===== src/rtl/bmem_line_adapter.sv =====
// Arbitrates icache/dcache line requests onto the banked memory port, one 256-bit
// line at a time as a 4-beat burst, and reassembles read beats into full lines.
module bmem_line_adapter #(
    parameter int ADDR_W = 32,
    parameter int BEAT_W = 64,
    parameter int BEATS  = 4
) (
    input  logic                    clk,
    input  logic                    rst_n,
    input  logic                    i_req,
    input  logic [ADDR_W-1:0]       i_addr,
    output logic [BEAT_W*BEATS-1:0] i_rdata,
    output logic                    i_resp,
    input  logic                    d_req,
    input  logic                    d_we,
    input  logic [ADDR_W-1:0]       d_addr,
    input  logic [BEAT_W*BEATS-1:0] d_wdata,
    output logic [BEAT_W*BEATS-1:0] d_rdata,
    output logic                    d_resp,
    output logic [ADDR_W-1:0]       bmem_addr,
    output logic                    bmem_read,
    output logic                    bmem_write,
    output logic [BEAT_W-1:0]       bmem_wdata,
    input  logic                    bmem_ready,
    input  logic [ADDR_W-1:0]       bmem_raddr,
    input  logic [BEAT_W-1:0]       bmem_rdata,
    input  logic                    bmem_rvalid
);
    localparam int LINE_W = BEAT_W * BEATS;
    localparam int OFF_W  = $clog2(BEAT_W / 8 * BEATS);
    localparam int CNT_W  = $clog2(BEATS);
    localparam logic [CNT_W-1:0]  LAST_BEAT = CNT_W'(BEATS - 1);
    localparam logic [ADDR_W-1:0] LINE_MASK = {{(ADDR_W-OFF_W){1'b1}}, {OFF_W{1'b0}}};

    typedef enum logic [2:0] {IDLE, RD_CMD, RD_DATA, WR_BURST, RESP} state_t;
    typedef logic [BEATS-1:0][BEAT_W-1:0] line_t;

    state_t            state, state_nxt;
    logic [CNT_W-1:0]  cnt, cnt_nxt, cnt_inc;
    logic              last_d, last_d_nxt;   // 1 = dcache won the most recent grant
    logic              gnt_d, gnt_d_nxt;
    line_t             wbuf, line_buf, line_asm;
    logic              pick_d, load_wbuf, beat_hit;
    logic [ADDR_W-1:0] addr_nxt;
    logic              read_nxt, write_nxt, i_resp_nxt, d_resp_nxt;
    logic [BEAT_W-1:0] wdata_nxt;
    logic [LINE_W-1:0] i_rdata_nxt, d_rdata_nxt;

    assign cnt_inc  = cnt + 1'b1;
    assign pick_d   = d_req && (!i_req || !last_d);
    assign beat_hit = (state == RD_DATA) && bmem_rvalid && (bmem_raddr == bmem_addr);

    always_comb begin
        line_asm      = line_buf;
        line_asm[cnt] = bmem_rdata;
    end

    // NOTE: every signal driven here gets a default first so no path can infer a latch.
    always_comb begin
        state_nxt   = state;
        cnt_nxt     = cnt;
        last_d_nxt  = last_d;
        gnt_d_nxt   = gnt_d;
        addr_nxt    = bmem_addr;
        read_nxt    = 1'b0;
        write_nxt   = 1'b0;
        wdata_nxt   = bmem_wdata;
        i_resp_nxt  = 1'b0;
        d_resp_nxt  = 1'b0;
        i_rdata_nxt = i_rdata;
        d_rdata_nxt = d_rdata;
        load_wbuf   = 1'b0;
        unique case (state)
            IDLE: begin
                if (i_req || d_req) begin
                    gnt_d_nxt  = pick_d;
                    last_d_nxt = pick_d;
                    cnt_nxt    = '0;
                    addr_nxt   = (pick_d ? d_addr : i_addr) & LINE_MASK;
                    if (pick_d && d_we) begin
                        state_nxt = WR_BURST;
                        write_nxt = 1'b1;
                        wdata_nxt = d_wdata[BEAT_W-1:0];
                        load_wbuf = 1'b1;
                    end else begin
                        state_nxt = RD_CMD;
                        read_nxt  = 1'b1;
                    end
                end
            end
            RD_CMD: begin
                read_nxt = !bmem_ready;
                if (bmem_ready) state_nxt = RD_DATA;
            end
            RD_DATA: begin
                if (beat_hit) begin
                    cnt_nxt = cnt_inc;
                    if (cnt == LAST_BEAT) begin
                        state_nxt  = RESP;
                        i_resp_nxt = !gnt_d;
                        d_resp_nxt = gnt_d;
                        if (gnt_d) d_rdata_nxt = line_asm;
                        else       i_rdata_nxt = line_asm;
                    end
                end
            end
            WR_BURST: begin
                write_nxt = 1'b1;
                if (bmem_ready) begin
                    cnt_nxt = cnt_inc;
                    if (cnt == LAST_BEAT) begin
                        state_nxt  = RESP;
                        write_nxt  = 1'b0;
                        d_resp_nxt = 1'b1;
                    end else begin
                        wdata_nxt = wbuf[cnt_inc];
                    end
                end
            end
            RESP:    state_nxt = IDLE;
            default: state_nxt = IDLE;
        endcase
    end

    // NOTE: state uses non-blocking assignments so all registers update from the same pre-edge values.
    always_ff @(posedge clk or negedge rst_n) begin
        if (!rst_n) begin
            state      <= IDLE;
            cnt        <= '0;
            last_d     <= 1'b0;
            gnt_d      <= 1'b0;
            bmem_addr  <= '0;
            bmem_read  <= 1'b0;
            bmem_write <= 1'b0;
            bmem_wdata <= '0;
            i_resp     <= 1'b0;
            d_resp     <= 1'b0;
            i_rdata    <= '0;
            d_rdata    <= '0;
        end else begin
            state      <= state_nxt;
            cnt        <= cnt_nxt;
            last_d     <= last_d_nxt;
            gnt_d      <= gnt_d_nxt;
            bmem_addr  <= addr_nxt;
            bmem_read  <= read_nxt;
            bmem_write <= write_nxt;
            bmem_wdata <= wdata_nxt;
            i_resp     <= i_resp_nxt;
            d_resp     <= d_resp_nxt;
            i_rdata    <= i_rdata_nxt;
            d_rdata    <= d_rdata_nxt;
        end
    end

    // NOTE: the line buffers are data-only storage, always written before being read, so they carry no reset.
    always_ff @(posedge clk) begin
        if (load_wbuf) wbuf <= d_wdata;
        if (beat_hit)  line_buf[cnt] <= bmem_rdata;
    end

endmodule

===== config.mk =====
export PLATFORM = sky130hd
export DESIGN_NAME = bmem_line_adapter
export DESIGN_NICKNAME = d
export VERILOG_FILES = /design/src/rtl/bmem_line_adapter.sv
export SDC_FILE = /design/constraint.sdc
export NUM_CORES = 2
export LEC_CHECK = 0
export CAP_MARGIN = 10
export CORE_AREA = 5 5 402 404
export DETAILED_ROUTE_END_ITERATION = 8
export DIE_AREA = 0 0 407 409
export DONT_BUFFER_PORTS = 1
export PLACE_DENSITY = 0.49
export SYNTH_ARGS = -nofsm -noshare
export SYNTH_HDL_FRONTEND = slang
export SYNTH_SLANG_ARGS = --single-unit

===== constraint.sdc =====
create_clock -name clk -period 15.67 [get_ports clk]
set_clock_uncertainty 0.15 [all_clocks]
set_input_delay 0 -clock clk [delete_from_list [all_inputs] [get_ports clk]]
set_output_delay 0 -clock clk [all_outputs]
set_load 0.01 [all_outputs]

==> metrics.cfg <==
[die]
die_w_um = 407
design.die.area_um2 = 166000
core_area_um2 = 157000
initial_core_util = 0.279
fp.dieH_um = 409
ioPinCount = 1035
fp-row-count = 146

[setup_path]
cp_slowest_cell = buf_4
cp-start-kind = register
r2r_start = bmem_addr[22]$_DFFE_PN0P_
crit_fanout = 140
cp.required_ns = 15.87
worstSetupEndpointType = register
worstPathCellList = xnor2_1, nand4_1, dlygate4sd3_1, nor4_1, dlygate4sd3_1, nand3_1, dlygate4sd3_1, nor2_4, buf_4, buf_12
critPathKind = reg2reg
path_buf_inv = 5
slowest_delay_ns = 0.69
critical_path.most_common_cell = dlygate4sd3_1
cp_top_family = buffers and inverters
critPathArrivalTime_ns = 5.97
rr_endpoint = line_buf[67]$_DFFE_PN_
r2r_setup_slack_ns = 9.90
r2r_cells = 10

[timing]
finalCritPeriodShare = 0.368
hold_viol_final = 0
max_freq_ghz = 0.173
slew_violations = 0
slew_headroom = 0.278
worst_slew_pin_slew_ns = 1.08
finalSetupTns_ns = 0
setup_ws_ns = 9.90
rsz0062_at_grt = no
setup_viol = 0
period_needed_ns = 5.77

[clock_tree]
cts_root_buf = clkbuf_16
post_cts_buffers = 0
clk_path_buf_depth = 3
cts_max_level = 3
numClockSinks = 1125
cts.clk_slew.worst_paths_ns = 0.06
cts_tree = done
cts_made_buffers = 121
clock_latency_ns = 0.74

[layout]
final_nets = 3633
drive_gt1_frac = 0.254
final_common_cell = dlygate4sd3_1
multi_input_area_um2 = 12600
mostFrequentLayoutCells = 725 x dlygate4sd3_1, 612 x dfrtp_1, 548 x mux2_2
seq_area_um2 = 30700
synthToLayoutAreaGrowth_pct = 31.1
n_fill_cell = 14500
fin_cells = 5394

[yosys]
netlist_area_um2 = 44000
synth-seq-cells = 1125
postSynthCellCount = 2466
syn_avg_cell_area_um2 = 17.8
ys.flop_type = dfrtp_1
synth.distinct_cells = 44
seq_area_frac_synth = 0.698
ys.warnings.count = 0
synthArstFlopShare = 0.545
synth_edf_count = 512

[global_routing]
grt_pass1_wl_um = 208000
grt_max_degree = 614
antenna_found_initial = 26
grt_util_all_layers = 0.170
grt-ovfl-total = 0
grt_pass1_vias = 28100

[run]
max_cap_violations = 0

[hold_path]
holdPathStages = 6
hold_class = in2reg
holdPathEnd = bmem_wdata[8]$_DFFE_PN0P_
worstHoldStart = d_req

[pwr]
clkPwrFrac = 0.366
p_per_area_nw_per_um2 = 140
combPwrFrac = 0.191
netSwitchingPower_mw = 2.36
p_leak_nw = 23.9
internal_power_mw = 5.72
seqPwrFrac = 0.443
ir_drop_uv = 117
power_switching_share = 0.292

[placed_design]
port_buffers = 0
place_ws_ns = 10.40
place_congestion = 0.898
placed_cells = 4425
dpl.hpwl_um = 95700

[route]
wl_um = 146000
drtIter0Drc = 1676
via_count = 25500
via_per_inst = 4.73
ant_nets = 0
firstDrtPassIters = 5
drc_errors = 0
detail_route.wl_per_cell_um = 27.1

[run_status]
status = finished clean

==> logic make-up after synthesis <==
kind of cell	after synthesis	synth area share
buffers and inverters	140	0.0179
flip-flops	1125	0.698
AO/OA/AOI/OAI	110	0.0131
multiplexers	923	0.250
AND/OR/NAND/NOR	136	0.0138
XOR/XNOR	27	0.00538
adder cells (fa/ha/maj)	4	0.00114
other	1	0.0000853
==> synthesized netlist by cell type, drive strengths merged, types with 2 or more instances <==
cell type | count | area share
mux2 | 768 | 0.20
dfrtp | 613 | 0.35
edfxtp | 512 | 0.35
a21oi | 96 | 0.011
nor2 | 96 | 0.0082
mux2i | 91 | 0.021
buf | 76 | 0.012
mux4 | 64 | 0.033
clkbuf | 61 | 0.0052
xnor2 | 23 | 0.0046
nand2 | 6 | 0.00051
nand4 | 6 | 0.00085
nor4 | 6 | 0.00085
ha | 4 | 0.0011
nor3 | 4 | 0.00046
o21ai | 4 | 0.00046
xor2 | 4 | 0.00080
a21o | 3 | 0.00051
inv | 3 | 0.00026
nand3 | 3 | 0.00034
and2 | 2 | 0.00028
nand2b | 2 | 0.00028
nor2b | 2 | 0.00028
o21a | 2 | 0.00034
==> flip-flops by register name, indices dropped and copies added (netlist names) <==
signal and flops:
bmem_addr 27, bmem_read 1, bmem_wdata 64, bmem_write 1, cnt 2, d_rdata 256, d_resp 1, i_rdata 256
i_resp 1, last_d 1, line_buf 256, state 3, wbuf 256
==> stage by stage <==
stage,hold WS (ns),util,power [mW],area [µm²]
after CTS,0.000889,0.365,8.11,57500
final,0.0846,0.366,8.07,57700
after detailed placement,-0.428,0.293,4.84,46100
after global routing,0.0435,0.366,8.40,57700
after global placement,-0.427,0.293,4.81,46100
after floorplan,-0.446,-,4.40,44000
==> cell type report <==
cell class | instances | area share
antenna | 10 | 0.000434
clock buffer | 174 | 0.0600
clock inverter | 55 | 0.0120
inverter | 3 | 0.000325
multi-input combinational | 1205 | 0.218
sequential | 1125 | 0.533
tap | 2072 | 0.0450
timing repair buffer | 750 | 0.131
==> per-layer routing <==
layer,vias to the layer above,routed length [µm],GRT usage
met2,1161,70300,0.281
met4,20,5130,0.0586
met5,-,139,0.000292
li1,10700,-,-
met1,13300,54300,0.194
met3,267,16400,0.0767
==> timing repair <==
item,in CTS,in global routing
hold buffers,725,1
resized for setup,0,0
endpoints found under the hold margin,1865,157
==> worst max path at each step <==
| stage | start | endpoint | slack (ns) | depth (start not counted) |
|---|---|---|---|---|
| 3_3_place_gp | cnt[0]$_DFFE_PN0P_ | i_rdata[16]$_DFFE_PN0P_ | 10.50 | 8 |
| 3_5_place_dp | cnt[0]$_DFFE_PN0P_ | i_rdata[233]$_DFFE_PN0P_ | 10.40 | 8 |
| 5_1_grt | bmem_addr[22]$_DFFE_PN0P_ | line_buf[135]$_DFFE_PN_ | 9.73 | 10 |
| 2_1_floorplan | bmem_addr[19]$_DFFE_PN0P_ | line_buf[0]$_DFFE_PN_ | 2.84 | 5 |
| 4_1_cts | bmem_addr[31]$_DFFE_PN0P_ | line_buf[7]$_DFFE_PN_ | 9.97 | 10 |
| 6_report | bmem_addr[22]$_DFFE_PN0P_ | line_buf[67]$_DFFE_PN_ | 9.90 | 10 |
==> worst register-to-register path, cell delays in order (launching register included) <==
cell,delay [ns]
dfrtp_1,0.45
xnor2_1,0.22
nand4_1,0.12
dlygate4sd3_1,0.57
nor4_1,0.52
dlygate4sd3_1,0.68
nand3_1,0.11
dlygate4sd3_1,0.62
nor2_4,0.26
buf_4,0.70
buf_12,0.66
==> power groups by stage <==
| stage | clock [mW] | combinational [mW] | sequential, mW |
|---|---|---|---|
| 6_report | 2.96 | 1.54 | 3.58 |
| 5_1_grt | 3.16 | 1.66 | 3.59 |
| 4_1_cts | 3.03 | 1.52 | 3.56 |
| 3_5_place_dp | 0 | 1.22 | 3.62 |
| 3_3_place_gp | 0 | 1.19 | 3.62 |
| 2_1_floorplan | 0 | 0.913 | 3.49 |
Note: power is estimated with default switching activity, not from simulation.
